$ cat src/rtl/lzd_pkg.sv
// Shared definitions for the chunked leading-zero normalizer.
package lzd_pkg;

    localparam int CHUNK_W = 16;

    typedef enum logic [1:0] {
        IDLE  = 2'd0,
        SCAN  = 2'd1,
        SHIFT = 2'd2,
        DONE  = 2'd3
    } state_e;

    // Width needed to hold a leading-zero count of 0..16*nchunk.
    function automatic int calc_lw(input int nchunk);
        return $clog2(CHUNK_W * nchunk + 1);
    endfunction

endpackage

$ cat src/rtl/lzd_norm_ctrl_lzdsixteen.sv
// 16-bit leading-zero detector: p_o = leading zeros, v_o = any bit set.
// p_o is zero when v_o is zero.
module LZDsixteen
    import lzd_pkg::*;
(
    input  logic [15:0] a_i,
    output logic [3:0]  p_o,
    output logic        v_o
);

    // Scan from LSB upward so the highest set bit is the last one recorded.
    always_comb begin
        p_o = 4'd0;
        v_o = 1'b0;
        for (int i = 0; i < 16; i++) begin
            if (a_i[i]) begin
                p_o = 4'(15 - i);
                v_o = 1'b1;
            end else begin
                p_o = p_o;
            end
        end
    end

endmodule

$ cat src/rtl/lzd_norm_ctrl.sv
// Sequential normalizer: walks a shared 16-bit LZD over the operand chunks
// (MSB chunk first), then barrel-shifts the operand so its MSB is one.
module lzd_norm_ctrl
    import lzd_pkg::*;
#(
    parameter int NCHUNK = 3,
    parameter int LW     = calc_lw(NCHUNK)
) (
    input  logic                   clk,
    input  logic                   rst_n,
    input  logic                   in_valid,
    output logic                   in_ready,
    input  logic [CHUNK_W*NCHUNK-1:0] in_data,
    output logic                   out_valid,
    input  logic                   out_ready,
    output logic [CHUNK_W*NCHUNK-1:0] out_data,
    output logic [LW-1:0]          out_lzc,
    output logic                   out_zero
);

    localparam int W  = CHUNK_W * NCHUNK;
    localparam int KW = (NCHUNK > 1) ? $clog2(NCHUNK) : 1;

    state_e          state_q, state_d;
    logic [KW-1:0]   k_q, k_d;
    logic [W-1:0]    op_q, op_d;
    logic [LW-1:0]   lzc_q, lzc_d;
    logic [W-1:0]    data_q, data_d;
    logic            zero_q, zero_d;

    logic [CHUNK_W-1:0] chunk_s;
    logic [3:0]         lzd_p_s;
    logic               lzd_v_s;

    // Select the chunk currently under inspection, MSB chunk at k = 0.
    always_comb begin
        chunk_s = op_q[(W - 1) - CHUNK_W * int'(k_q) -: CHUNK_W];
    end

    LZDsixteen u_lzd (
        .a_i (chunk_s),
        .p_o (lzd_p_s),
        .v_o (lzd_v_s)
    );

    // Next-state and datapath updates for the scan/shift sequence.
    always_comb begin
        state_d = state_q;
        k_d     = k_q;
        op_d    = op_q;
        lzc_d   = lzc_q;
        data_d  = data_q;
        zero_d  = zero_q;
        case (state_q)
            IDLE: begin
                if (in_valid) begin
                    op_d    = in_data;
                    k_d     = KW'(0);
                    state_d = SCAN;
                end else begin
                    state_d = IDLE;
                end
            end
            SCAN: begin
                if (lzd_v_s) begin
                    lzc_d   = LW'(CHUNK_W * int'(k_q)) + LW'(lzd_p_s);
                    state_d = SHIFT;
                end else if (k_q == KW'(NCHUNK - 1)) begin
                    lzc_d   = LW'(W);
                    data_d  = {W{1'b0}};
                    zero_d  = 1'b1;
                    state_d = DONE;
                end else begin
                    k_d = k_q + KW'(1);
                end
            end
            SHIFT: begin
                // Single-cycle barrel shift; lzc_q < W here so bits never vanish from the top.
                data_d  = op_q << lzc_q;
                zero_d  = 1'b0;
                state_d = DONE;
            end
            DONE: begin
                if (out_ready) begin
                    state_d = IDLE;
                end else begin
                    state_d = DONE;
                end
            end
            default: begin
                state_d = IDLE;
            end
        endcase
    end

    // State and datapath registers; reset aborts any operation in flight.
    always_ff @(posedge clk or negedge rst_n) begin
        if (!rst_n) begin
            state_q <= IDLE;
            k_q     <= KW'(0);
            op_q    <= {W{1'b0}};
            lzc_q   <= {LW{1'b0}};
            data_q  <= {W{1'b0}};
            zero_q  <= 1'b0;
        end else begin
            state_q <= state_d;
            k_q     <= k_d;
            op_q    <= op_d;
            lzc_q   <= lzc_d;
            data_q  <= data_d;
            zero_q  <= zero_d;
        end
    end

    // Handshakes decode straight from the state register, so they are mutually exclusive.
    always_comb begin
        in_ready  = (state_q == IDLE);
        out_valid = (state_q == DONE);
        out_data  = data_q;
        out_lzc   = lzc_q;
        out_zero  = zero_q;
    end

endmodule

$ cat config.mk
export PLATFORM = sky130hd
export DESIGN_NAME = lzd_norm_ctrl
export DESIGN_NICKNAME = d
export VERILOG_FILES = /design/src/rtl/lzd_pkg.sv /design/src/rtl/lzd_norm_ctrl_lzdsixteen.sv /design/src/rtl/lzd_norm_ctrl.sv
export SDC_FILE = /design/constraint.sdc
export NUM_CORES = 1
export LEC_CHECK = 0
export CORE_MARGIN = 2
export CORE_UTILIZATION = 60
export CTS_BUF_LIST = sky130_fd_sc_hd__clkbuf_16
export DETAILED_ROUTE_END_ITERATION = 7
export HOLD_SLACK_MARGIN = 0.05
export PLACE_DENSITY = 0.87
export SLEW_MARGIN = 20
export SYNTH_ARGS = -nofsm -noshare
export SYNTH_HDL_FRONTEND = slang
export SYNTH_SLANG_ARGS = --single-unit
$ cat constraint.sdc
create_clock -name clk -period 4.4 [get_ports clk]
set_input_delay 0.88 -clock clk [delete_from_list [all_inputs] [get_ports clk]]
set_output_delay 0.88 -clock clk [all_outputs]
set_load 0.05 [all_outputs]
======== After elaboration in Yosys (flattened, before gate mapping) ========
Index checks and enable logic that the tools add are counted.
Widths: inputs -> output; s select.
operators by class
  $add $sub $neg .......................... 3
  multiply operators ...................... 0
  divide/modulo/power cells ............... 0
  magnitude comparators ................... 0
  equality and inequality tests ........... 9
  shift-type cells ........................ 2
  mux-type cells .......................... 49
  bitwise gates (word level) .............. 0
  reductions and logical operators ........ 8
operator list
  kind                 count
  $mux 48              2
  $pmux 48 s2          1
  $mux 4               16
  $shiftx 63x7->16     1
  $shl 48x6->48        1
  $mux 1               19
  $mux 2               6
  $mux 6               2
  $ne 2x2->1 const B   4
  $pmux 2 s4           1
  $sub 6x6->7 const A  1
  $add 6x4->6          1
  $eq 2x2->1 const B   3
  $reduce_bool 2->1    3
  $pmux 2 s2           1
  $reduce_and 2->1     2
  $reduce_and 4->1     1
  $ne 3x3->1 const B   1
  $reduce_and 3->1     1
  $add 2x1->2 const B  1
  $eq 2x1->1 const B   1
  $logic_not 2->1      1
  $pmux 1 s2           1
word-level totals
  register bits after elaboration ......... 107
  bits in latches ......................... 0
  memory bits (writable) .................. 0
  memory bits (read-only) ................. 0
  input port bits ......................... 52
  logic and storage cells ................. 77
  memories kept ........................... 0

======== Logic depth before layout (Yosys ltp) ========
Gate-level depths: netlist of the first run.
  word-level depth ........................ 20
  gate-level depth with buffers ........... 13

======== Cells and area by module ========
A second synthesis of the first run with hierarchy kept.
second synthesis, totals
  cell total of the unflattened synthesis .. 664
  area, all modules ....................... 7186.9 um^2
modules (own cells, without submodules)
  module         times used  cells an instance  area an instance (um^2)  sequential area each (um^2)
  lzd_norm_ctrl  1           631                7008.0                   2677.6
  LZDsixteen     1           33                 178.9                    0.0

======== Least setup slack after synthesis of the first run ========
OpenSTA, ideal clock, no wires.
  path kind ............................... reg-to-reg
  from .................................... reg k_q[0]
  to ...................................... reg data_q[36] (netlist: out_data[36])
  setup time .............................. 129 ps
  arrival ................................. 2709 ps
  required time ........................... 4271 ps
  setup slack ............................. 1562 ps
  cell stages (with the launch flop) ...... 12
  cell sequence ........................... dfrtp_1 buf_2 inv_1 ha_1 nor2b_1 buf_4 buf_6 o2bb2ai_1 nor4_4 a41oi_2 buf_6 a2111o_1
on the way
  word-level cells in the longest chain between the ends .. 20
  elaborated cells between the ends (all ways) .. 22
  classes of those cells .................. add/sub: 1; eq/ne: 3; shift: 1; mux: 16; reduce/logical: 1
RTL lines
  what                                   line                            RTL
  from (decl)                            lzd_norm_ctrl.sv:25             logic [KW-1:0] k_q, k_d;
  from (signal assigned)                 lzd_norm_ctrl.sv:107            k_q <= k_d;
  $sub 6x6->7                            lzd_norm_ctrl.sv:37             chunk_s = op_q[(W - 1) - CHUNK_W * int'(k_q) -: CHUNK_W];
  $shiftx 63x7->16                       lzd_norm_ctrl.sv:37
  $mux 1 (16 in series)                  lzd_norm_ctrl_lzdsixteen.sv:16  if (a_i[i]) begin
  $ne 2x2->1 (no source line)            --
  $reduce_and 3->1 (no source line) (*)  --
  to (signal assigned)                   lzd_norm_ctrl.sv:103            data_q <= {W{1'b0}};
  to (signal assigned)                   lzd_norm_ctrl.sv:110            data_q <= data_d;
  to (decl)                              lzd_norm_ctrl.sv:28             logic [W-1:0] data_q, data_d;
Every way passes the cells marked *; elsewhere a longest branch is shown, timed or not.
A chain may end at the register's enable or synchronous reset.

======== Final worst setup path of the first run ========
Ends and elaborated chain as after synthesis.

==> flow_summary.yaml, run 1 <==
run_status:
  outcome: "complete, no violations"
setup_path:
  r2r-start: "k_q[0]"
  critPathArrivalTime_ns: 3.94
  cp_cell_sequence: "buf_4 > ha_1 > or2_1 > o2bb2ai_1 > nor4b_2 > and2_1 > a41oi_4 > buf_16 > a2111o_1"
  worstSetupPathType: "reg -> reg"
  cp-start-kind: "flip-flop"
  slowest_stage: "or2_1"
  r2r_slack_ns: 0.70
  cp-end-kind: "flip-flop"
  crit_path_max_incr_delay_ns: 0.61
  critPathTopFamily: "simple AND/OR/NAND/NOR gates"
  cp_num_buf_inv: 2
  r2r_cells: 9
  crit_fanout: 29
  r2r_end: "out_data[36]"
  crit_required_ns: 4.64
synth:
  yosys_warnings: 0
  synth_area_um2: 7244
  synth.distinct_cells: 63
  synth-edff-count: 0
  syn_area_per_cell_um2: 9.750
  ys_seq_area_share_pct: 36.96
  ys_seq_elements: 107
  ys.flop_type: "dfrtp_1"
  syn_nets: 797
  async_flop_share_pct: 100.0
  syn_inst: 743
floorplanning:
  die_h_um: 113.9
  fp-row-count: 40
  die_w_um: 113.9
  io_pins: 109
  start_util_pct: 60.82
  die_area_um2: 12970
  core_um2: 11910
sta:
  fmax_mhz: 270.2
  rsz0062_at_grt: "false"
  fin_crit_ns: 3.701
  finClkSkew_ns: 0.01051
  slew_headroom_pct: 39.89
  setup_violations: 0
  fin_crit_sh_pct: 84.11
  worst_slew_pin_slew_ns: 0.8923
  setup_tns_ns: 0
  drv_slew: 0
  whs_ns: 0.4815
  timing.final.ws_setup_ns: 0.6992
  hold_violations: 0
layout:
  synthToLayoutAreaGrowth_pct: 20.07
  drive_gt1_share_pct: 13.44
  final_nets: 875
  fin_util_pct: 73.03
  antenna_cells: 0
global_route:
  grt_pass1_vias: 6141
  grt_usage_pct: 34.04
  overflow: 0
  antenna_found_initial: 0
  grt_pass1_wl_um: 33890
  grt_max_degree: 82
drt:
  drc_errors: 0
  wl_um: 21460
  ant_nets: 0
  vias_per_cell: 6.602
  vias: 6424
  drtIter0Drc: 675
  first_pass_iters: 7
  routedWlPerCell_um: 22.06
clock_network:
  cts_root_buffer: "clkbuf_16"
  cts_setup_buffers: 0
  path_clk_slew_ns: 0.08
  htree_levels: 3
  clkSinkCount: 107
  cts_resized: 0
  cts_buffers: 9
  clock_latency_ns: 0.36
  cts_hold_buf: 0
  cts_tree: "built"
  clockBufferDepth: 2
place:
  finalWeightedCongestion: 0.9775
  dpl.hpwl_um: 15970
  dp_worst_setup_slack_ns: 0.6802
  port_buffers: 108
hold_path:
  min_to: "out_data[31]"
  min_path_type: "reg -> reg"
  hp-start: "out_data[31]"
  hold_depth: 1
power_and_ir_drop:
  power_w: 0.008137
  irDropWorstVdd_mv: 0.5086
  power_density_nw_per_um2: 935.4
  leakage_nw: 3.861
flow_run:
  cap_violations: 0
## cells in the mapped netlist, drive strengths merged (9+ instances only)
library cell / instances / area [µm²]
o21ai: 24 / 120.1
a21oi: 24 / 120.1
a211o: 9 / 78.83
clkbuf: 24 / 90.09
o2bb2ai: 18 / 163.9
and2: 9 / 56.30
dfrtp: 107 / 2678
a221o: 11 / 110.1
nand2: 210 / 788.3
mux2i: 60 / 600.6
nor2: 34 / 130.1
buf: 34 / 202.7
o22ai: 16 / 100.1
a22o: 15 / 131.4
mux2: 21 / 236.5
mux4: 41 / 923.4
## power breakdown
part,switching (W),internal (W)
combinational,0.00306,0.00218
clock,0.000402,0.000452
sequential,0.000660,0.00138
total,0.00412,0.00402
## cells in the final DEF (no fill, tap or decap), types with 8 or more instances in the layout
cell             count
a21oi_1             24
a211o_1              9
clkbuf_16            9
mux4_2              41
a221o_1             11
o2bb2ai_1           17
dfrtp_1            105
nand2_1            210
mux2_2              21
a22o_1              15
and2_1               9
nor2_1              33
mux2i_1             60
o22ai_1             16
buf_4               15
clkdlybuf4s50_1    107
a21o_1               8
o21ai_0             24
## flip-flops by register name, indices dropped and copies added (netlist names)
| name | cells |
|---|---|
| out_data | 48 |
| out_lzc | 6 |
| k_q | 2 |
| state_q | 2 |
| out_zero | 1 |
| op_q | 48 |
## worst max path at each step
stage               slack [ns]  startpoint      endpoint  depth (start not counted)
CTS                       0.61      k_q[0]  out_data[22]                          9
finish                    0.70      k_q[0]  out_data[36]                          9
global placement          0.77      k_q[0]  out_data[22]                          9
detailed placement        0.68      k_q[0]  out_data[22]                          9
floorplan                 1.56      k_q[0]  out_data[36]                         11
global route              0.51      k_q[0]  out_data[36]                          9
## cells by family (layout without fill, tap and decap cells)
group | after synthesis | in the layout | share of synthesized area (%)
muxes | 122 | 122 | 24.30
buffers and inverters | 64 | 147 | 4.352
and+or+nand+nor | 285 | 285 | 16.67
DFF | 107 | 107 | 36.96
AOI/OAI and AO/OA | 163 | 163 | 17.38
adders and majority gates | 2 | 2 | 0.3454
## stage by stage
| step | std cells | area [µm²] |
|---|---|---|
| after floorplan | 743 | 7244 |
| after global placement | 956 | 8361 |
| after detailed placement | 956 | 8361 |
| after CTS | 972 | 8667 |
| after global routing | 973 | 8698 |
| final | 973 | 8698 |
## per-layer routing
| layer | GRT usage [%] | share of wire, % | vias up |
|---|---|---|---|
| met4 | 11.30 | 3.2 | 0 |
| met1 | 47.06 | 43 | 3167 |
| met5 | 0 | 0 | - |
| met3 | 7.439 | 7.1 | 53 |
| li1 | - | - | 2885 |
| met2 | 53.97 | 47 | 319 |
## layout make-up
cell class,instances,area (µm²)
tap,147,183.9
inverter,6,22.52
timing repair buffer,125,1242
clock inverter,7,81.33
sequential,107,2680
fill,855,3213
multi-input combinational,572,4263
clock buffer,9,225.2
No activity file was read; power rests on OpenSTA's default activity.
==> inputs of run 2 (changes only) <==
--- a/config.mk
+++ b/config.mk
@@ -6,11 +6,11 @@
 export NUM_CORES = 1
 export LEC_CHECK = 0
 export CORE_MARGIN = 2
-export CORE_UTILIZATION = 60
+export CORE_UTILIZATION = 50
 export CTS_BUF_LIST = sky130_fd_sc_hd__clkbuf_16
 export DETAILED_ROUTE_END_ITERATION = 7
 export HOLD_SLACK_MARGIN = 0.05
-export PLACE_DENSITY = 0.87
+export PLACE_DENSITY = 0.78
 export SLEW_MARGIN = 20
 export SYNTH_ARGS = -nofsm -noshare
 export SYNTH_HDL_FRONTEND = slang
==> constraint.sdc (replaced) <==
create_clock -name clk -period 3.1 [get_ports clk]
set_input_delay 0.62 -clock clk [delete_from_list [all_inputs] [get_ports clk]]
set_output_delay 0.62 -clock clk [all_outputs]
set_load 0.05 [all_outputs]
==> flow_summary.yaml, run 2 (same netlist as run 1, synthesis figures left out) <==
run_status:
  outcome: "complete, no violations"
drt:
  vias: 6442
  first_pass_iters: 8
  vias_per_cell: 6.328
  wl_um: 21520
  drc_errors: 0
  routedWlPerCell_um: 21.14
  drtIter0Drc: 789
  ant_nets: 0
layout:
  layout_common_cells: "nand2_1 (210), clkdlybuf4s50_1 (106), dfrtp_1 (105)"
  final_nets: 888
  antenna_cells: 0
  drive_gt1_share_pct: 15.16
  synthToLayoutAreaGrowth_pct: 22.30
  final_common_cell: "nand2_1"
  fin_cells: 1018
  design_area_um2: 8860
setup_path:
  slowest_stage: "a2111o_1"
  r2r_end: "out_data[36]"
  worstSetupPathType: "reg -> reg"
  cp-end-kind: "flip-flop"
  r2r-start: "k_q[0]"
  crit_fanout: 48
  r2r_cells: 9
  r2r_slack_ns: 0.20
  crit_path_max_incr_delay_ns: 0.43
  crit_required_ns: 3.34
  cp-start-kind: "flip-flop"
  cp_cell_sequence: "buf_4 > buf_4 > mux2i_1 > o2bb2ai_1 > nor4_4 > and2_2 > a41oi_4 > buf_12 > a2111o_1"
  critPathArrivalTime_ns: 3.14
  crit_path_frequent_cell: "buf_4"
  crit_start: "k_q[0]"
sta:
  hold_violations: 0
  setup_violations: 0
  timing.final.ws_setup_ns: 0.1982
  fmax_mhz: 344.6
  worst_slew_pin_slew_ns: 0.8915
  slew_headroom_pct: 40.57
  fin_crit_ns: 2.902
  drv_slew: 0
  rsz0062_at_grt: "false"
  fin_crit_sh_pct: 93.61
  finClkSkew_ns: 0.006938
global_route:
  grt_usage_pct: 28.15
  overflow: 0
  antenna_found_initial: 0
  grt_pass1_vias: 6209
  grt_max_degree: 66
  grt_pass1_wl_um: 34790
floorplanning:
  die_w_um: 124.4
  start_util_pct: 51.59
  fp-row-count: 43
  die_area_um2: 15470
  io_pins: 109
  die_h_um: 124.4
  core_um2: 14040
place:
  port_buffers: 108
  placed_cells: 1003
  dpl_cell_area_um2: 8542
  dp_worst_setup_slack_ns: -0.01377
  finalWeightedCongestion: 0.9683
  dpl.hpwl_um: 16480
clock_network:
  cts_resized: 1
  cts_root_buffer: "clkbuf_16"
  cts_buffers: 9
  clockBufferDepth: 2
  cts_setup_buffers: 0
  clock_latency_ns: 0.36
  cts_hold_buf: 0
  path_clk_slew_ns: 0.07
  clkSinkCount: 107
  htree_levels: 3
  cts_tree: "built"
hold_path:
  min_path_type: "in -> async"
power_and_ir_drop:
  leakage_nw: 3.941
  irDropWorstVdd_mv: 0.4826
  power_density_nw_per_um2: 1327
flow_run:
  cap_violations: 0
==> run 2: changes by cell type in the layout (fill, tap and decap cells not counted), moves of 2 or more <==
cell / before / now
buf_4: 15 / 28
buf_12: 1 / 4
inv_1: 5 / 7
inv_6: 3 / 1
==> run 2: how the worst max path moves through the flow <==
stage	end	slack, ns	depth (start not counted)
6_report	out_data[36]	0.20	9
5_1_grt	out_data[40]	0.05	9
4_1_cts	out_data[15]	0.007	9
3_5_place_dp	out_data[40]	-0.01	9
3_3_place_gp	out_data[37]	0.09	9
2_1_floorplan	out_data[36]	0.26	11
==> run 2: metrics by stage <==
step,util (%),total power [W],TNS [ns],hold slack [ns]
2_1_floorplan,-,0.008063,0,0.3244
3_3_place_gp,60.83,0.01024,0,0.4633
3_5_place_dp,60.83,0.01040,-0.02046,0.4715
4_1_cts,62.90,0.01157,0,0.3067
5_1_grt,63.09,0.01244,0,0.3438
6_report,63.09,0.01176,0,0.2830
==> run 2: report_power, final <==
part	leakage [nW]	total (W)	internal, W	switching, W
Combinational	2.41	0.00778	0.00327	0.00451
Clock	0.144	0.00114	0.000618	0.000517
Sequential	1.38	0.00285	0.00197	0.000883
==> run 2: cell type report <==
cell class	count	area (µm²)
Clock buffer	9	225.2
Tap cell	180	225.2
Sequential cell	107	2680
Inverter	6	22.52
Fill cell	1111	5182
Multi-Input combinational cell	572	4297
Clock inverter	6	58.81
Timing Repair Buffer	138	1351
==> run 2: layer usage <==
metal	GRT usage [%]	wire length [µm]
met1	40.29	9400
met2	44.13	10060
met3	4.854	1572
met4	8.460	492
met5	0	0
==> run 2: critical path, delay by kind of cell, from the launching register on <==
family          cells  cell delay (ns)
compound gates      3             0.73
mux                 1             0.41
buf+inv             3             0.63
simple gates        2             0.62
flops               1             0.35
